**src/rtl/subleq_control_if.sv**
```systemverilog
// Bundles the control FSM's run-control inputs, datapath flags/data, strobes
// and status outputs. The controller uses the master modport; the datapath
// side (or a testbench) uses the slave modport.
interface subleq_control_if #(
  parameter int DATA_W = 64,
  parameter int CNT_W  = 32
);
  logic              start;
  logic              step_mode;
  logic              zero;
  logic              negative;
  logic [DATA_W-1:0] mem_data_out;
  logic              a_ld;
  logic              b_ld;
  logic              c_ld;
  logic              mem_a_ld;
  logic              mem_b_ld;
  logic              result_ld;
  logic              mem_read;
  logic              mem_write;
  logic              pc_ld;
  logic [3:0]        state;
  logic              busy;
  logic              halted;
  logic [CNT_W-1:0]  instr_count;

  modport master (
    input  start, step_mode, zero, negative, mem_data_out,
    output a_ld, b_ld, c_ld, mem_a_ld, mem_b_ld, result_ld,
           mem_read, mem_write, pc_ld, state, busy, halted, instr_count
  );

  modport slave (
    output start, step_mode, zero, negative, mem_data_out,
    input  a_ld, b_ld, c_ld, mem_a_ld, mem_b_ld, result_ld,
           mem_read, mem_write, pc_ld, state, busy, halted, instr_count
  );
endinterface

```
**src/rtl/subleq_control.sv**
```systemverilog
// SUBLEQ control FSM: walks the datapath through the 13-state instruction
// cycle, detects halt on a sentinel branch target, supports run/single-step
// and counts retired instructions.
module subleq_control #(
  parameter int                DATA_W    = 64,
  parameter logic [DATA_W-1:0] HALT_ADDR = {DATA_W{1'b1}},
  parameter int                CNT_W     = 32
) (
  input  logic            clk,
  input  logic            rst,
  subleq_control_if.master bus
);

  typedef enum logic [3:0] {
    FETCH_A     = 4'd0,
    LOAD_A      = 4'd1,
    FETCH_B     = 4'd2,
    LOAD_B      = 4'd3,
    FETCH_C     = 4'd4,
    LOAD_C      = 4'd5,
    FETCH_MEM_A = 4'd6,
    LOAD_MEM_A  = 4'd7,
    FETCH_MEM_B = 4'd8,
    LOAD_MEM_B  = 4'd9,
    EXECUTE     = 4'd10,
    WRITEBACK   = 4'd11,
    UPDATE_PC   = 4'd12,
    HALT        = 4'd13,
    IDLE        = 4'd14
  } state_e;

  state_e           state_q, state_d;
  logic             halt_cand_q;
  logic             halted_q;
  logic [CNT_W-1:0] count_q;

  // State register, halt candidate, sticky halt flag and retired counter.
  // NOTE: sequential state uses non-blocking (<=) so every flop samples the
  // pre-edge values; blocking here would create order-dependent races.
  always_ff @(posedge clk) begin
    if (rst) begin
      state_q     <= IDLE;
      halt_cand_q <= 1'b0;
      halted_q    <= 1'b0;
      count_q     <= '0;
    end else begin
      state_q  <= state_d;
      halted_q <= (state_d == HALT);
      if (state_q == UPDATE_PC) begin
        count_q <= count_q + CNT_W'(1);
      end
      // A fresh instruction starts with no pending halt; the branch target
      // is compared when it is loaded.
      if (state_d == FETCH_A && state_q != FETCH_A) begin
        halt_cand_q <= 1'b0;
      end else if (state_q == LOAD_C) begin
        halt_cand_q <= (bus.mem_data_out == HALT_ADDR);
      end
    end
  end

  // Next-state logic: linear walk through the cycle, branch decision at UPDATE_PC.
  // NOTE: state_d gets a default before the case so no path leaves it
  // unassigned, which would otherwise infer a latch.
  always_comb begin
    state_d = state_q;
    case (state_q)
      FETCH_A, LOAD_A, FETCH_B, LOAD_B, FETCH_C, LOAD_C,
      FETCH_MEM_A, LOAD_MEM_A, FETCH_MEM_B, LOAD_MEM_B,
      EXECUTE, WRITEBACK:
        state_d = state_e'(state_q + 4'd1);
      UPDATE_PC: begin
        if (halt_cand_q && (bus.zero || bus.negative)) begin
          state_d = HALT;
        end else if (bus.step_mode) begin
          state_d = IDLE;
        end else begin
          state_d = FETCH_A;
        end
      end
      HALT:    state_d = HALT;
      IDLE:    state_d = bus.start ? FETCH_A : IDLE;
      default: state_d = IDLE;
    endcase
  end

  // Moore strobe decode from the current state only.
  always_comb begin
    bus.a_ld      = 1'b0;
    bus.b_ld      = 1'b0;
    bus.c_ld      = 1'b0;
    bus.mem_a_ld  = 1'b0;
    bus.mem_b_ld  = 1'b0;
    bus.result_ld = 1'b0;
    bus.mem_read  = 1'b0;
    bus.mem_write = 1'b0;
    bus.pc_ld     = 1'b0;
    case (state_q)
      FETCH_A, FETCH_B, FETCH_C, FETCH_MEM_A, FETCH_MEM_B:
        bus.mem_read = 1'b1;
      LOAD_A:     begin bus.mem_read = 1'b1; bus.a_ld     = 1'b1; end
      LOAD_B:     begin bus.mem_read = 1'b1; bus.b_ld     = 1'b1; end
      LOAD_C:     begin bus.mem_read = 1'b1; bus.c_ld     = 1'b1; end
      LOAD_MEM_A: begin bus.mem_read = 1'b1; bus.mem_a_ld = 1'b1; end
      LOAD_MEM_B: begin bus.mem_read = 1'b1; bus.mem_b_ld = 1'b1; end
      EXECUTE:    bus.result_ld = 1'b1;
      WRITEBACK:  bus.mem_write = 1'b1;
      UPDATE_PC:  bus.pc_ld     = 1'b1;
      default:    ;
    endcase
  end

  // Status outputs.
  assign bus.state       = state_q;
  assign bus.busy        = (4'(state_q) <= 4'd12);
  assign bus.halted      = halted_q;
  assign bus.instr_count = count_q;

endmodule

```
**src/flat_wrapper.sv**
```systemverilog
// flat-port wrapper written by rule: the top's interface ports become plain ports
module subleq_control_flat 
#(
  parameter int                DATA_W    = 64,
  parameter logic [DATA_W-1:0] HALT_ADDR = {DATA_W{1'b1}},
  parameter int                CNT_W     = 32
)
  (clk, rst, bus_start, bus_step_mode, bus_zero, bus_negative, bus_mem_data_out, bus_a_ld, bus_b_ld, bus_c_ld, bus_mem_a_ld, bus_mem_b_ld, bus_result_ld, bus_mem_read, bus_mem_write, bus_pc_ld, bus_state, bus_busy, bus_halted, bus_instr_count);
  subleq_control_if #(.DATA_W(DATA_W), .CNT_W(CNT_W)) bus_i ();
  input  logic clk;
  input  logic rst;
  input wire logic [$bits(bus_i.start)-1:0] bus_start;
  input wire logic [$bits(bus_i.step_mode)-1:0] bus_step_mode;
  input wire logic [$bits(bus_i.zero)-1:0] bus_zero;
  input wire logic [$bits(bus_i.negative)-1:0] bus_negative;
  input wire logic [$bits(bus_i.mem_data_out)-1:0] bus_mem_data_out;
  output wire logic [$bits(bus_i.a_ld)-1:0] bus_a_ld;
  output wire logic [$bits(bus_i.b_ld)-1:0] bus_b_ld;
  output wire logic [$bits(bus_i.c_ld)-1:0] bus_c_ld;
  output wire logic [$bits(bus_i.mem_a_ld)-1:0] bus_mem_a_ld;
  output wire logic [$bits(bus_i.mem_b_ld)-1:0] bus_mem_b_ld;
  output wire logic [$bits(bus_i.result_ld)-1:0] bus_result_ld;
  output wire logic [$bits(bus_i.mem_read)-1:0] bus_mem_read;
  output wire logic [$bits(bus_i.mem_write)-1:0] bus_mem_write;
  output wire logic [$bits(bus_i.pc_ld)-1:0] bus_pc_ld;
  output wire logic [$bits(bus_i.state)-1:0] bus_state;
  output wire logic [$bits(bus_i.busy)-1:0] bus_busy;
  output wire logic [$bits(bus_i.halted)-1:0] bus_halted;
  output wire logic [$bits(bus_i.instr_count)-1:0] bus_instr_count;
  assign bus_i.start = bus_start;
  assign bus_i.step_mode = bus_step_mode;
  assign bus_i.zero = bus_zero;
  assign bus_i.negative = bus_negative;
  assign bus_i.mem_data_out = bus_mem_data_out;
  assign bus_a_ld = bus_i.a_ld;
  assign bus_b_ld = bus_i.b_ld;
  assign bus_c_ld = bus_i.c_ld;
  assign bus_mem_a_ld = bus_i.mem_a_ld;
  assign bus_mem_b_ld = bus_i.mem_b_ld;
  assign bus_result_ld = bus_i.result_ld;
  assign bus_mem_read = bus_i.mem_read;
  assign bus_mem_write = bus_i.mem_write;
  assign bus_pc_ld = bus_i.pc_ld;
  assign bus_state = bus_i.state;
  assign bus_busy = bus_i.busy;
  assign bus_halted = bus_i.halted;
  assign bus_instr_count = bus_i.instr_count;
  subleq_control #(.DATA_W(DATA_W), .HALT_ADDR(HALT_ADDR), .CNT_W(CNT_W)) u_core (.clk(clk), .rst(rst), .bus(bus_i));
endmodule
```
**config.mk**
```make
export PLATFORM = sky130hd
export DESIGN_NAME = subleq_control_flat
export DESIGN_NICKNAME = d
export VERILOG_FILES = /design/src/rtl/subleq_control_if.sv /design/src/rtl/subleq_control.sv /design/src/flat_wrapper.sv
export SDC_FILE = /design/constraint.sdc
export NUM_CORES = 1
export LEC_CHECK = 0
export CORE_MARGIN = 5
export CORE_UTILIZATION = 25
export DETAILED_ROUTE_END_ITERATION = 8
export HOLD_SLACK_MARGIN = 0.1
export PLACE_DENSITY = 0.66
export REMOVE_ABC_BUFFERS = 1
export SYNTH_ARGS = -nofsm -noshare
export SYNTH_HDL_FRONTEND = slang
export SYNTH_SLANG_ARGS = --single-unit
```
**constraint.sdc**
```tcl
create_clock -name clk -period 2.66 [get_ports clk]
set_clock_uncertainty 0.15 [all_clocks]
set_input_delay 0.532 -clock clk [delete_from_list [all_inputs] [get_ports clk]]
set_output_delay 0.532 -clock clk [all_outputs]
set_load 0.005 [all_outputs]
```
==> summary.md <==
| Metric | Value |
|---|---|
| Status | `completed` |
| Die height | `102 µm` |
| Worst slew margin | `64.5%` |
| Via density | `4.85` |
| Period minus WS final | `2.50 ns` |
| Post-DR wirelength/cell | `14.2 µm` |
| PwrDens | `489 mW/mm²` |
| Gr usage total | `12.9%` |
| Largest fanout on the critical path | `6` |
| Worst path cell trace | `inv_1 -> ha_1 -> nor2_1 -> nor2_1 -> o31a_1 -> clkdlybuf4s50_1` |
| Share of cells above drive strength 1 | `7.99%` |
| Clk slew on worst S/H paths | `0.08 ns` |
| CP Launch Type | `register` |
| Residual DRC count | `0` |
| Syn Area/Cell | `8.55 µm²` |
| Die width | `102 µm` |
| Root buffer cell | `clkbuf_8` |
| Critical path class | `reg -> out` |
| Remaining antenna violation count | `0` |
| Fillers | `820` |
| Main synth FF type | `dfxtp_1` |
| Layout area overhead | `63.7%` |
| Commonest non-fill, non-tap cells in the layout | `clkdlybuf4s50_1 (116), dfxtp_1 (37), nor2_1 (24)` |
| EDFF count, synth | `0` |
| FF+latch count, synth | `38` |
| Combinational Power Share | `36.2%` |
| Required time worst endpoint | `1.98 ns` |
| Std cell rows | `33` |
| Pin count of the biggest net entering global routing | `28` |
| Worst Max-Slew Pin Slew | `0.529 ns` |
| Critical Path AT | `1.81 ns` |
| Crit path top cell by count | `nor2_1` |
| First-pass GRT wire length | `10.7 mm` |
| CTS tree | `built` |
| RSZ-0062 raised after global routing | `no` |
| CTS max path bufs | `2` |
| Yosys warns | `0` |
| Clk sinks | `38` |
| Vias in the first global route | `2289` |
| Post-route clock period utilization | `93.8%` |
| Crit-path leading delay family | `buffers and inverters` |
| WP buf/inv | `2` |
| Hold violation total from the final report | `0` |
| Area taken by multi-input logic gates | `0.00125 mm²` |
| Post-route cell area | `0.00345 mm²` |
| Starting Density | `25.6%` |
| Area post-placement | `0.00335 mm²` |
| Ant. Diodes | `0` |
| Sequential power share | `39.3%` |
| Initial antenna violation count | `0` |
| Sw Pwr | `520 µW` |
| IO Pins | `117` |
| Grt total ovfl | `0` |
| Worst path max stage delay | `0.44 ns` |
| Worst min path class | `reg -> reg` |
| Sequential area share after synthesis | `36.1%` |
| Die ar. | `0.0104 mm²` |
| I/O Buffers | `116` |
| Most common cell after layout, fill and taps aside | `clkdlybuf4s50_1` |
| Routed via count | `2272` |
| Setup-failing EPs final | `0` |
| Leak | `1.23 nW` |
| FFs w/ async S/R, synth | `0%` |
| CP Capture Type | `primary output` |
| Clk pwr share | `24.5%` |
| Fin. max-slew vios | `0` |
| VDD IR-drop max | `0.186 mV` |
| Final wirelength | `6.65 mm` |
| HPWL after DPL | `5.50 mm` |
| Fmax | `0.401 GHz` |
| Net count, final | `437` |
| Worst skew pair latency | `0.29 ns` |
| Max-Cap Viols | `0` |
| Syn Inst Count | `246` |
| Power Internal | `1.16 mW` |
| Mapped Area | `0.00210 mm²` |
| GP Congestion | `0.763` |
| Library cells used by synthesis | `46` |
| Drt initial violations | `52` |
| Number of H-tree levels | `2` |
| Setup TNS | `0 ns` |
| Reg area | `762 µm²` |
| Net Sw Frac | `30.9%` |
| DRT Pass-1 Iters | `4` |
| Critical path's slowest cell | `clkdlybuf4s50_1` |
| Total core area | `0.00822 mm²` |
| CTS buffer count | `5` |
metrics by stage:
| stage | power (mW) | cells | util (%) | hold slack [ns] | setup WS, ns |
|---|---|---|---|---|---|
| 2_1_floorplan | 0.965 | 236 | - | 0.315 | 0.572 |
| 3_3_place_gp | 1.27 | 460 | 40.7 | 0.318 | 0.327 |
| 3_5_place_dp | 1.28 | 460 | 40.7 | 0.337 | 0.273 |
| 4_1_cts | 1.71 | 468 | 41.9 | 0.359 | 0.0583 |
| 5_1_grt | 1.79 | 468 | 41.9 | 0.382 | 0.0569 |
| 6_report | 1.68 | 468 | 41.9 | 0.354 | 0.164 |
tightest hold or removal path: cells and delay by family (launching register included):
kind / cells / cell delay (ns)
AO/OA/AOI/OAI: 2 / 0.13
flip-flops: 1 / 0.33
registers in the layout, indices dropped and copies added, names as in the netlist:
name and flops:
u_core.bus.instr_count 32, u_core.bus.halted 1, u_core.bus.state 4, u_core.halt_cand_q 1
cell families (layout without fill, tap and decap cells):
family / Yosys count / after routing / share of synthesized area (%)
and+or+nand+nor: 134 / 134 / 38.1
DFF: 38 / 38 / 36.1
AOI/OAI and AO/OA: 32 / 32 / 9.45
xor gates and xnor gates: 21 / 21 / 8.74
buffers and inverters: 16 / 133 / 4.58
adders and majority gates: 5 / 5 / 2.97
path summary, 6_finish.rpt:
path,from,slack (ns),to,cells past startpoint
max,u_core.bus.state[0]$_SDFF_PP0_,0.16,bus_mem_read,6
min,u_core.bus.instr_count[27]$_SDFFE_PP0P_,0.35,u_core.bus.instr_count[27]$_SDFFE_PP0P_,2
max reg2reg,u_core.bus.instr_count[5]$_SDFFE_PP0P_,0.54,u_core.bus.instr_count[29]$_SDFFE_PP0P_,5
min reg2reg,u_core.bus.instr_count[27]$_SDFFE_PP0P_,0.35,u_core.bus.instr_count[27]$_SDFFE_PP0P_,2
routing by layer:
layer  GRT usage, %  vias to the layer above  share of wire (%)
met5              0                        -                  0
met4           3.07                        0               0.87
met3           4.41                        6                 10
met2           22.9                      105                 49
met1           14.7                     1032                 40
li1               -                     1129                  -
Yosys cell counts (2+ instances only):
library cell	number	share of area, %
nand4_4	2	2.0
xor2_1	13	5.4
buf_6	3	1.6
or2_2	5	1.5
nand3b_1	4	1.4
a21oi_1	12	2.9
and4_1	3	1.2
or3_1	7	2.1
nor3_1	7	1.7
and3_1	5	1.5
buf_2	2	0.48
clkbuf_1	2	0.36
inv_1	5	0.89
nor3_4	2	1.5
nor4_1	7	2.1
and2_1	6	1.8
a311oi_1	2	0.83
nor2b_1	4	1.2
nand4_1	23	6.8
and3_2	2	0.71
buf_4	2	0.71
ha_1	5	3.0
xnor2_1	8	3.3
nand2_1	18	3.2
o21ai_0	8	1.9
dfxtp_1	38	36
nor2_1	24	4.3
nand3_1	9	2.1
power groups by stage:
stage	Combinational [mW]	Sequential, mW	Clock (mW)
6_report	0.611	0.661	0.413
4_1_cts	0.612	0.660	0.435
2_1_floorplan	0.299	0.666	0
3_5_place_dp	0.608	0.674	0
3_3_place_gp	0.599	0.672	0
5_1_grt	0.664	0.673	0.457
cell type report:
cell class,count,share of cell area [%]
multi-input cells,192,36.3
repair buffers,119,34.4
flip-flops and latches,38,22.1
well taps,105,3.81
clock buffers,6,2.40
inverters,6,0.690
clock inverters,2,0.363
timing repair:
action,4_1_cts,5_1_grt
buffers inserted,0,0
hold buffers,0,0
gates resized for setup,1,2
setup endpoints to repair,1,3
No activity file was read; power rests on OpenSTA's default activity.
